==> src/rtl/uart_pkg.sv <==
// Shared UART definitions: transmitter state encoding, data width and the
// board-default clock/baud constants used by both transmitter and receiver.
package uart_pkg;

    localparam int UART_DATA_W   = 8;
    localparam int UART_CLK_FREQ = 50_000_000;
    localparam int UART_BAUD     = 115_200;

    typedef enum logic [2:0] {
        IDLE   = 3'd0,
        START  = 3'd1,
        DATA   = 3'd2,
        PARITY = 3'd3,
        STOP   = 3'd4
    } tx_state_t;

endpackage

==> src/rtl/uart_baud_cnt.sv <==
// Bit-cell cycle counter: counts 0..CLKS_PER_BIT-1 while enabled, wraps at
// every bit boundary and flags the last cycle of a cell with bit_end.
module uart_baud_cnt #(
    parameter int CLKS_PER_BIT = 434,
    parameter int CNT_W        = 9
) (
    input  logic i_clk,
    input  logic w_rst,
    input  logic en,
    input  logic clr,
    output logic bit_end
);

    localparam logic [CNT_W-1:0] LAST = CNT_W'(CLKS_PER_BIT - 1);

    logic [CNT_W-1:0] cnt_q;

    // Last cycle of the current bit cell.
    assign bit_end = en && (cnt_q == LAST);

    // Cycle counter with synchronous clear and wrap at the cell boundary.
    // NOTE: state uses non-blocking assignments and an asynchronous reset in the
    // sensitivity list, so every flop settles to its reset value without a clock.
    always_ff @(posedge i_clk or posedge w_rst) begin
        if (w_rst) begin
            cnt_q <= '0;
        end else if (clr) begin
            cnt_q <= '0;
        end else if (en) begin
            cnt_q <= (cnt_q == LAST) ? '0 : cnt_q + 1'b1;
        end
    end

endmodule

==> src/rtl/uart_tx.sv <==
// 8-bit UART transmitter, LSB first, start + 8 data + STOP_BITS stop bits.
// Optional parity bit after the data bits when UART_TX_PARITY_EN is defined.
// Byte intake is a valid/ready handshake; all outputs are registered.
module uart_tx
    import uart_pkg::*;
#(
    parameter int CLK_FREQ     = UART_CLK_FREQ,
    parameter int BAUD         = UART_BAUD,
    parameter int CLKS_PER_BIT = CLK_FREQ / BAUD,
    parameter int STOP_BITS    = 1,
    parameter int PARITY_ODD   = 0
) (
    input  logic                   i_clk,
    input  logic                   w_rst,
    input  logic [UART_DATA_W-1:0] i_tx_data,
    input  logic                   i_tx_valid,
    output logic                   o_tx_ready,
    output logic                   o_tx,
    output logic                   o_tx_busy,
    output logic                   o_tx_done
);

    localparam int CNT_W = $clog2(CLKS_PER_BIT * STOP_BITS);

    if (CLKS_PER_BIT < 2) begin : g_bad_cpb
        $error("uart_tx: CLKS_PER_BIT must be at least 2");
    end
    if (STOP_BITS != 1 && STOP_BITS != 2) begin : g_bad_stop
        $error("uart_tx: STOP_BITS must be 1 or 2");
    end
    if (PARITY_ODD != 0 && PARITY_ODD != 1) begin : g_bad_par
        $error("uart_tx: PARITY_ODD must be 0 or 1");
    end

    tx_state_t              state_q, state_nxt;
    logic [UART_DATA_W-1:0] shift_q, shift_nxt;
    logic [2:0]             bit_q, bit_nxt;
    logic                   tx_q, tx_nxt;
    logic                   ready_q, ready_nxt;
    logic                   busy_q, busy_nxt;
    logic                   done_q, done_nxt;
    logic                   accept;
    logic                   bit_end;

    assign accept = i_tx_valid && ready_q;

    uart_baud_cnt #(
        .CLKS_PER_BIT (CLKS_PER_BIT),
        .CNT_W        (CNT_W)
    ) u_baud_cnt (
        .i_clk   (i_clk),
        .w_rst   (w_rst),
        .en      (state_q != IDLE),
        .clr     (accept),
        .bit_end (bit_end)
    );

`ifdef UART_TX_PARITY_EN
    logic parity_q;

    // Parity of the byte captured at acceptance, so later data changes are harmless.
    always_ff @(posedge i_clk or posedge w_rst) begin
        if (w_rst) begin
            parity_q <= 1'b0;
        end else if (accept) begin
            parity_q <= (^i_tx_data) ^ 1'(PARITY_ODD);
        end
    end
`endif

    // State and output registers; the line idles high out of reset.
    always_ff @(posedge i_clk or posedge w_rst) begin
        if (w_rst) begin
            state_q <= IDLE;
            shift_q <= '0;
            bit_q   <= '0;
            tx_q    <= 1'b1;
            ready_q <= 1'b0;
            busy_q  <= 1'b0;
            done_q  <= 1'b0;
        end else begin
            state_q <= state_nxt;
            shift_q <= shift_nxt;
            bit_q   <= bit_nxt;
            tx_q    <= tx_nxt;
            ready_q <= ready_nxt;
            busy_q  <= busy_nxt;
            done_q  <= done_nxt;
        end
    end

    // Next-state and next-output logic, advancing one step per bit boundary.
    always_comb begin
        // NOTE: every variable gets a default first so no path leaves one
        // unassigned, which would otherwise infer a latch.
        state_nxt = state_q;
        shift_nxt = shift_q;
        bit_nxt   = bit_q;
        tx_nxt    = tx_q;
        ready_nxt = ready_q;
        done_nxt  = 1'b0;

        case (state_q)
            IDLE: begin
                tx_nxt    = 1'b1;
                ready_nxt = 1'b1;
                if (accept) begin
                    shift_nxt = i_tx_data;
                    ready_nxt = 1'b0;
                    tx_nxt    = 1'b0;
                    bit_nxt   = '0;
                    state_nxt = START;
                end
            end
            START: begin
                if (bit_end) begin
                    tx_nxt    = shift_q[0];
                    shift_nxt = {1'b0, shift_q[UART_DATA_W-1:1]};
                    bit_nxt   = '0;
                    state_nxt = DATA;
                end
            end
            DATA: begin
                if (bit_end) begin
                    if (bit_q == 3'(UART_DATA_W - 1)) begin
                        bit_nxt = '0;
`ifdef UART_TX_PARITY_EN
                        tx_nxt    = parity_q;
                        state_nxt = PARITY;
`else
                        tx_nxt    = 1'b1;
                        state_nxt = STOP;
`endif
                    end else begin
                        tx_nxt    = shift_q[0];
                        shift_nxt = {1'b0, shift_q[UART_DATA_W-1:1]};
                        bit_nxt   = bit_q + 1'b1;
                    end
                end
            end
`ifdef UART_TX_PARITY_EN
            PARITY: begin
                if (bit_end) begin
                    tx_nxt    = 1'b1;
                    bit_nxt   = '0;
                    state_nxt = STOP;
                end
            end
`endif
            STOP: begin
                tx_nxt = 1'b1;
                if (bit_end) begin
                    if (bit_q == 3'(STOP_BITS - 1)) begin
                        done_nxt  = 1'b1;
                        ready_nxt = 1'b1;
                        bit_nxt   = '0;
                        state_nxt = IDLE;
                    end else begin
                        bit_nxt = bit_q + 1'b1;
                    end
                end
            end
            default: begin
                tx_nxt    = 1'b1;
                state_nxt = IDLE;
            end
        endcase

        busy_nxt = (state_nxt != IDLE);
    end

    assign o_tx       = tx_q;
    assign o_tx_ready = ready_q;
    assign o_tx_busy  = busy_q;
    assign o_tx_done  = done_q;

endmodule

==> config.mk <==
export PLATFORM = sky130hd
export DESIGN_NAME = uart_tx
export DESIGN_NICKNAME = d
export VERILOG_FILES = /design/src/rtl/uart_pkg.sv /design/src/rtl/uart_baud_cnt.sv /design/src/rtl/uart_tx.sv
export SDC_FILE = /design/constraint.sdc
export NUM_CORES = 1
export LEC_CHECK = 0
export ABC_CLOCK_PERIOD_IN_PS = 1600
export CORE_MARGIN = 3
export CORE_UTILIZATION = 50
export CTS_CLUSTER_DIAMETER = 60
export DETAILED_ROUTE_END_ITERATION = 12
export GPL_TIMING_DRIVEN = 0
export PLACE_DENSITY = 0.76
export SLEW_MARGIN = 40
export SYNTH_ARGS = -nofsm -noshare
export SYNTH_HDL_FRONTEND = slang
export SYNTH_SLANG_ARGS = --single-unit
==> constraint.sdc <==
create_clock -name i_clk -period 1.6 [get_ports i_clk]
set_input_delay 0.16 -clock i_clk [delete_from_list [all_inputs] [get_ports i_clk]]
set_output_delay 0.16 -clock i_clk [all_outputs]
set_load 0.03 [all_outputs]
==> results of run 1 <==
==> layout make-up <==
type / instances / share of cell area, %
Buffer: 5 / 2.23
Clock buffer: 3 / 1.18
Clock inverter: 1 / 0.262
Inverter: 8 / 1.57
Multi-Input combinational cell: 111 / 47.0
Sequential cell: 27 / 35.4
Tap cell: 31 / 2.03
Timing Repair Buffer: 22 / 10.3
==> registers in the layout, summed over array words and instances (netlist names) <==
signal and count:
shift_q 8, o_tx_busy 1, o_tx 1, o_tx_done 1, bit_q 3, o_tx_ready 1
u_baud_cnt.cnt_q 9, state_q 3
==> report_power, final <==
group	switching (uW)	internal, uW
Combinational	159	186
Sequential	79.4	777
Clock	208	94.0
Total	446	1060
==> cell usage in the layout, fill, tap and decap left out, types with 3 or more instances in the layout <==
cell type and instances:
sky130_fd_sc_hd__nand3_1 4, sky130_fd_sc_hd__o21a_1 8, sky130_fd_sc_hd__nor3b_1 3, sky130_fd_sc_hd__nand2_1 4, sky130_fd_sc_hd__buf_4 10, sky130_fd_sc_hd__o22a_1 7, sky130_fd_sc_hd__nor2b_1 5, sky130_fd_sc_hd__xnor2_1 8
sky130_fd_sc_hd__a21oi_1 4, sky130_fd_sc_hd__clkbuf_4 3, sky130_fd_sc_hd__nor2_1 17, sky130_fd_sc_hd__and2_1 3, sky130_fd_sc_hd__dfrtp_1 26, sky130_fd_sc_hd__nand2b_1 4, sky130_fd_sc_hd__clkdlybuf4s50_1 12, sky130_fd_sc_hd__inv_1 7
==> cell usage after synthesis, types with 2 or more instances <==
cell | instances | share of area (%)
sky130_fd_sc_hd__a211oi_1 | 2 | 0.97
sky130_fd_sc_hd__a21o_1 | 2 | 0.97
sky130_fd_sc_hd__a21oi_1 | 6 | 1.9
sky130_fd_sc_hd__a31oi_1 | 2 | 0.81
sky130_fd_sc_hd__a32o_1 | 2 | 1.3
sky130_fd_sc_hd__and2_1 | 3 | 1.2
sky130_fd_sc_hd__buf_4 | 2 | 0.97
sky130_fd_sc_hd__dfrtp_1 | 26 | 42
sky130_fd_sc_hd__ha_1 | 5 | 4.0
sky130_fd_sc_hd__inv_1 | 8 | 1.9
sky130_fd_sc_hd__nand2_1 | 5 | 1.2
sky130_fd_sc_hd__nand2b_1 | 4 | 1.6
sky130_fd_sc_hd__nand3_1 | 4 | 1.3
sky130_fd_sc_hd__nor2_1 | 17 | 4.1
sky130_fd_sc_hd__nor2b_1 | 5 | 2.0
sky130_fd_sc_hd__nor3_1 | 3 | 0.97
sky130_fd_sc_hd__nor3b_1 | 3 | 1.5
sky130_fd_sc_hd__o21a_1 | 8 | 3.9
sky130_fd_sc_hd__o21ai_0 | 3 | 0.97
sky130_fd_sc_hd__o22a_1 | 7 | 4.0
sky130_fd_sc_hd__o22ai_1 | 2 | 0.81
sky130_fd_sc_hd__xnor2_1 | 8 | 4.5
==> cells by family after synthesis <==
logic type / count (synthesis) / synth area share [%]
AOI/OAI and AO/OA: 42 / 22.7
buffers and inverters: 13 / 4.20
and+or+nand+nor: 56 / 20.8
xor gates and xnor gates: 8 / 4.52
adders and majority gates: 5 / 4.04
DFF: 27 / 43.7
==> stage by stage <==
stage,TNS (ps),power [uW],cell area (sq um)
after global routing,-1320,1610,1910
final,-498,1500,1910
after CTS,-690,1480,1840
after global placement,-1080,1140,1730
after floorplan,0,1060,1550
after detailed placement,-2020,1160,1730
==> worst reg2reg max path: stages, from the launching register on <==
cell,delay [ps]
sky130_fd_sc_hd__dfrtp_1,420
sky130_fd_sc_hd__ha_2,210
sky130_fd_sc_hd__ha_4,170
sky130_fd_sc_hd__nor3b_4,240
sky130_fd_sc_hd__a22oi_2,160
sky130_fd_sc_hd__a21oi_4,250
sky130_fd_sc_hd__o22ai_1,110
==> repair_timing <==
action                                  4_1_cts  5_1_grt
gates resized for setup                      11       12
gates cloned                                  0        0
endpoints found under the setup margin       15       21
pin swaps                                     6        9
buffers inserted                              5        3
==> routing by layer <==
metal	part of all wire (%)	global-route usage, %	routed length [um]	vias to the layer above
met5	0	0	0	-
met2	50	30.8	1620	40
met3	5.1	3.14	166	4
met4	1.5	5.45	49	0
li1	-	-	-	594
met1	43	25.5	1410	603
==> worst max-delay path by stage <==
stage                             endpoint  slack (ps)                 start  cells past startpoint
floorplan           shift_q[0]$_DFFE_PP0P_          20  bit_q[0]$_DFFE_PP0P_                      6
global placement    shift_q[3]$_DFFE_PP0P_        -110  bit_q[0]$_DFFE_PP0P_                      6
detailed placement  shift_q[5]$_DFFE_PP0P_        -180  bit_q[0]$_DFFE_PP0P_                      6
CTS                 shift_q[7]$_DFFE_PP0P_         -90  bit_q[0]$_DFFE_PP0P_                      6
global route        shift_q[7]$_DFFE_PP0P_        -140  bit_q[0]$_DFFE_PP0P_                      6
finish              shift_q[7]$_DFFE_PP0P_         -70  bit_q[0]$_DFFE_PP0P_                      6
==> flow_summary.yaml, run 1 <==
clocking:
  holdBufCountCts: 0
  cts_tree: "built"
  ctsRootBufferMaster: "sky130_fd_sc_hd__clkbuf_4"
  cts.sink_count: 27
  worstSkewPairLatency_ps: 330
  max-clock-path-buffers: 2
  ctsHtreeMaxLevel: 1
  clk_transition_reported_paths_ps: 150
  cts-buffers-inserted: 3
sta:
  setup_viol: 9
  finalHoldWorstSlack_ps: 171
  final.min_clock_period_ps: 1670
  grt_setup_unrepaired: "yes"
  fmax_mhz: 598
  worst_relative_slew_slack_pct: 62.8
  finalHoldViolCount: 0
  final_critical_path_setup_slack_ps: -73.6
  final_max_slew_viol_count: 0
  worst_clock_skew_ps: 5.77
  period_share_pct: 105
  tightest_slew_ps: 557
power:
  vdd_ir_drop_max_mv: 0.588
  power.leakage_uw: 0.000780
  power-per-cell-area_nw_per_um2: 786
finish:
  finish.cell_count_without_fillers: 208
  multiInputGateArea_sq_um: 898
  syn_to_final_growth_pct: 23.4
  insertedDiodeCount: 0
  area_taken_by_flip_flops_and_latches_sq_um: 677
  fillers: 217
  final_util_pct: 67.0
  drive_gt1_share_pct: 22.6
  finish.net_count: 194
global_routing:
  vias_in_the_first_global_route: 1216
  grt_use_total_pct: 18.8
  grt_total_ovfl: 0
  grt_start_max_net_pins: 28
  antenna_found_initial: 0
  grt_pass1_wl_mm: 5.29
synth:
  synth_nets: 167
  synth-edff-count: 0
  syn_area_sq_um: 1550
  synth-warning-count: 0
  synthArstFlopShare_pct: 100
  synthCells: 151
  yosysSeqAreaShare_pct: 43.7
  yosys_register_bits: 27
  synth.avg_cell_area_sq_um: 10.3
  synth_ff_type: "sky130_fd_sc_hd__dfrtp_1"
  synth.lib_cells_used.distinct: 46
floorplanning:
  die_w_um: 61.7
  top_level_ports: 15
  placeableCoreArea_sq_um: 2850
  floorplan.die.height_um: 61.7
  die_area_sq_um: 3800
  floorplan.initialDensity_pct: 54.3
  rows: 19
routing:
  detail_route.wirelength_mm: 3.24
  drc: 0
  detail_route.iter0.violations: 58
  detail_route.first_pass.iterations: 4
  vias: 1241
  antenna_violating_nets_post_route: 0
  drt-wirelength-per-cell_um: 15.6
  route.detailed.vias_per_inst: 5.97
critical_path:
  path_class: "reg -> reg"
  worst_r2r_endpoint: "shift_q[7]$_DFFE_PP0P_"
  setup.reg_to_reg.worst_slack_ps: -70
  crit_fanout: 8
  startpoint_type: "register"
  timing.rr.start: "bit_q[0]$_DFFE_PP0P_"
  required_ps: 1820
  slowest_stage: "sky130_fd_sc_hd__dfrtp_1"
  critical_path.endpoint_type: "register"
  critical_path.cell_chain: "ha_2 -> ha_4 -> nor3b_4 -> a22oi_2 -> a21oi_4 -> o22ai_1"
  timing.critical_path.arrival_ps: 1890
  worst_reg_to_reg_path_cell_count: 6
  worst-path-buf-inv: 0
  crit_path_max_incr_delay_ps: 420
  crit_family: "compound AO/OA/AOI/OAI gates"
run:
  timing.max_cap.violations: 0
placed_design:
  placed_cells: 196
  place.port_buffers: 14
  routabilityCongestion: 0.900
  pre_cts_slack_ps: -179
  hpwl_after_detailed_placement_mm: 2.17
run_status:
  status: "finished with violations"
  violated_checks: "negative setup slack"
worst_hold_path:
  hold_path_class: "in -> async"
(Power assumes the default switching activity.)
==> run 2, diff against run 1 <==
--- a/config.mk
+++ b/config.mk
@@ -12,6 +12,7 @@
 export DETAILED_ROUTE_END_ITERATION = 12
 export GPL_TIMING_DRIVEN = 0
 export PLACE_DENSITY = 0.76
+export SETUP_SLACK_MARGIN = 0.05
 export SLEW_MARGIN = 40
 export SYNTH_ARGS = -nofsm -noshare
 export SYNTH_HDL_FRONTEND = slang
==> constraint.sdc (replaced) <==
create_clock -name i_clk -period 1.6 [get_ports i_clk]
set_input_delay 0.16 -clock i_clk [delete_from_list [all_inputs] [get_ports i_clk]]
set_output_delay 0.16 -clock i_clk [all_outputs]
set_load 0.005 [all_outputs]
==> flow_summary.yaml, run 2 (synthesized netlist as in run 1, its figures left out) <==
run_status:
  status: "finished with violations"
  violated_checks: "negative setup slack"
critical_path:
  timing.critical_path.arrival_ps: 1950
  required_ps: 1880
  crit_fanout: 8
  path_class: "reg -> reg"
  worst-path-buf-inv: 0
  critical_path.endpoint_type: "register"
  crit_family: "compound AO/OA/AOI/OAI gates"
  critical_path.cell_chain: "ha_2 -> ha_4 -> nor3b_4 -> a22oi_2 -> a21oi_4 -> o21a_1"
  crit_path_max_incr_delay_ps: 420
  slowest_stage: "sky130_fd_sc_hd__dfrtp_1"
  startpoint_type: "register"
sta:
  tightest_slew_ps: 562
  final_critical_path_setup_slack_ps: -67.6
  finalHoldViolCount: 0
  period_share_pct: 104
  final_max_slew_viol_count: 0
  grt_setup_unrepaired: "yes"
  worst_clock_skew_ps: 1.41
  setup_viol: 11
  finalHoldWorstSlack_ps: 175
  tns_ps: -565
  final.min_clock_period_ps: 1670
  fmax_mhz: 600
  worst_relative_slew_slack_pct: 62.5
clocking:
  clk_transition_reported_paths_ps: 150
  cts-buffers-inserted: 3
  max-clock-path-buffers: 2
  holdBufCountCts: 0
  ctsRootBufferMaster: "sky130_fd_sc_hd__clkbuf_4"
  ctsHtreeMaxLevel: 1
  cts.sink_count: 27
  worstSkewPairLatency_ps: 330
  cts_tree: "built"
global_routing:
  grt_start_max_net_pins: 28
  vias_in_the_first_global_route: 1233
  grt_use_total_pct: 19.4
  antenna_found_initial: 0
  grt_total_ovfl: 0
  grt_pass1_wl_mm: 5.52
power:
  comb_power_share_pct: 22.1
  sw_frac_of_total_pct: 28.8
  p_int_uw: 1070
  vdd_ir_drop_max_mv: 0.589
  power.leakage_uw: 0.000822
  sequentialPowerShare_pct: 57.2
  total_switching_power_uw: 431
  power-per-cell-area_nw_per_um2: 758
  p_clk_share_pct: 20.7
routing:
  antenna_violating_nets_post_route: 0
  detail_route.first_pass.iterations: 4
  detail_route.iter0.violations: 69
  detail_route.wirelength_mm: 3.30
  vias: 1269
  drc: 0
  route.detailed.vias_per_inst: 5.96
  drt-wirelength-per-cell_um: 15.5
finish:
  layout_common_cells: "sky130_fd_sc_hd__dfrtp_1 (23), sky130_fd_sc_hd__nor2_1 (17), sky130_fd_sc_hd__buf_4 (14), sky130_fd_sc_hd__clkdlybuf4s50_1 (13)"
  syn_to_final_growth_pct: 27.6
  register_with_the_highest_flop_count: "u_baud_cnt.cnt_q"
  finish.cell_count_without_fillers: 213
  largest_reg_flops: 9
  insertedDiodeCount: 0
  final_util_pct: 69.3
  drive_gt1_share_pct: 26.9
  finish.net_count: 199
  reg.largest.list: "u_baud_cnt.cnt_q: 9 flops, shift_q: 8 flops"
  final_common_cell: "sky130_fd_sc_hd__dfrtp_1"
  fillers: 201
floorplanning:
  placeableCoreArea_sq_um: 2850
  floorplan.die.height_um: 61.7
  rows: 19
  die_area_sq_um: 3800
  die_w_um: 61.7
  top_level_ports: 15
  floorplan.initialDensity_pct: 54.3
placed_design:
  placed_cells: 196
  hpwl_after_detailed_placement_mm: 2.21
  place.port_buffers: 14
  routabilityCongestion: 0.814
  pre_cts_slack_ps: -115
run:
  timing.max_cap.violations: 0
worst_hold_path:
  hold_path_class: "in -> async"
[run 2: changes by cell type in the layout (fill, tap and decap cells not counted), moves of 2 or more]
| cell | before | now |
|---|---|---|
| sky130_fd_sc_hd__a21oi_2 | 2 | 0 |
| sky130_fd_sc_hd__buf_4 | 10 | 14 |
| sky130_fd_sc_hd__dfrtp_1 | 26 | 23 |
| sky130_fd_sc_hd__dfrtp_2 | 0 | 3 |
[run 2: final cells by class]
class                   instances  area, sq um  share of cell area (%)
inverters                       8         30.0                    1.52
clock inverters                 1         5.00                   0.253
repair buffers                 27          249                    12.6
multi-input cells             111          908                    45.9
flip-flops and latches         27          681                    34.4
plain buffers                   5         42.5                    2.15
well taps                      31         38.8                    1.96
clock buffers                   3         22.5                    1.14
[run 2: what timing repair did]
item,CTS,global route
buffers inserted,6,7
gates resized for setup,16,9
pin swaps,12,15
gates cloned,0,0
setup endpoints to repair,22,24
[run 2: final timing paths]
path / startpoint / to / slack (ps) / cells past startpoint
max in group asynchronous: w_rst / o_tx_ready$_DFFE_PP0P_ / 1030 / 2
min: w_rst / u_baud_cnt.cnt_q[5]$_DFFE_PP0P_ / 180 / 2
max reg2reg: bit_q[0]$_DFFE_PP0P_ / shift_q[1]$_DFFE_PP0P_ / -70 / 6
min in group i_clk: i_tx_data[7] / shift_q[7]$_DFFE_PP0P_ / 380 / 3
max: bit_q[0]$_DFFE_PP0P_ / shift_q[1]$_DFFE_PP0P_ / -70 / 6
min reg2reg: shift_q[2]$_DFFE_PP0P_ / shift_q[2]$_DFFE_PP0P_ / 510 / 1
[run 2: metrics by stage]
step / area (sq um) / power (uW)
final: 1980 / 1500
after global routing: 1980 / 1580
after CTS: 1880 / 1470
after detailed placement: 1750 / 1140
after global placement: 1750 / 1120
after floorplan: 1570 / 1040
[run 2: power groups by stage]
stage	registers (uW)	clock network, uW	logic [uW]
final	857	309	331
after global routing	872	341	370
after CTS	852	317	303
after detailed placement	874	0	262
after global placement	867	0	253
after floorplan	856	0	179
[run 2: per-layer routing]
layer / wire length, um / vias to the layer above / track usage [%]
li1: - / 612 / -
met5: 0 / - / 0
met4: 65 / 0 / 6.97
met1: 1470 / 608 / 25.7
met2: 1620 / 42 / 32.0
met3: 143 / 7 / 3.14
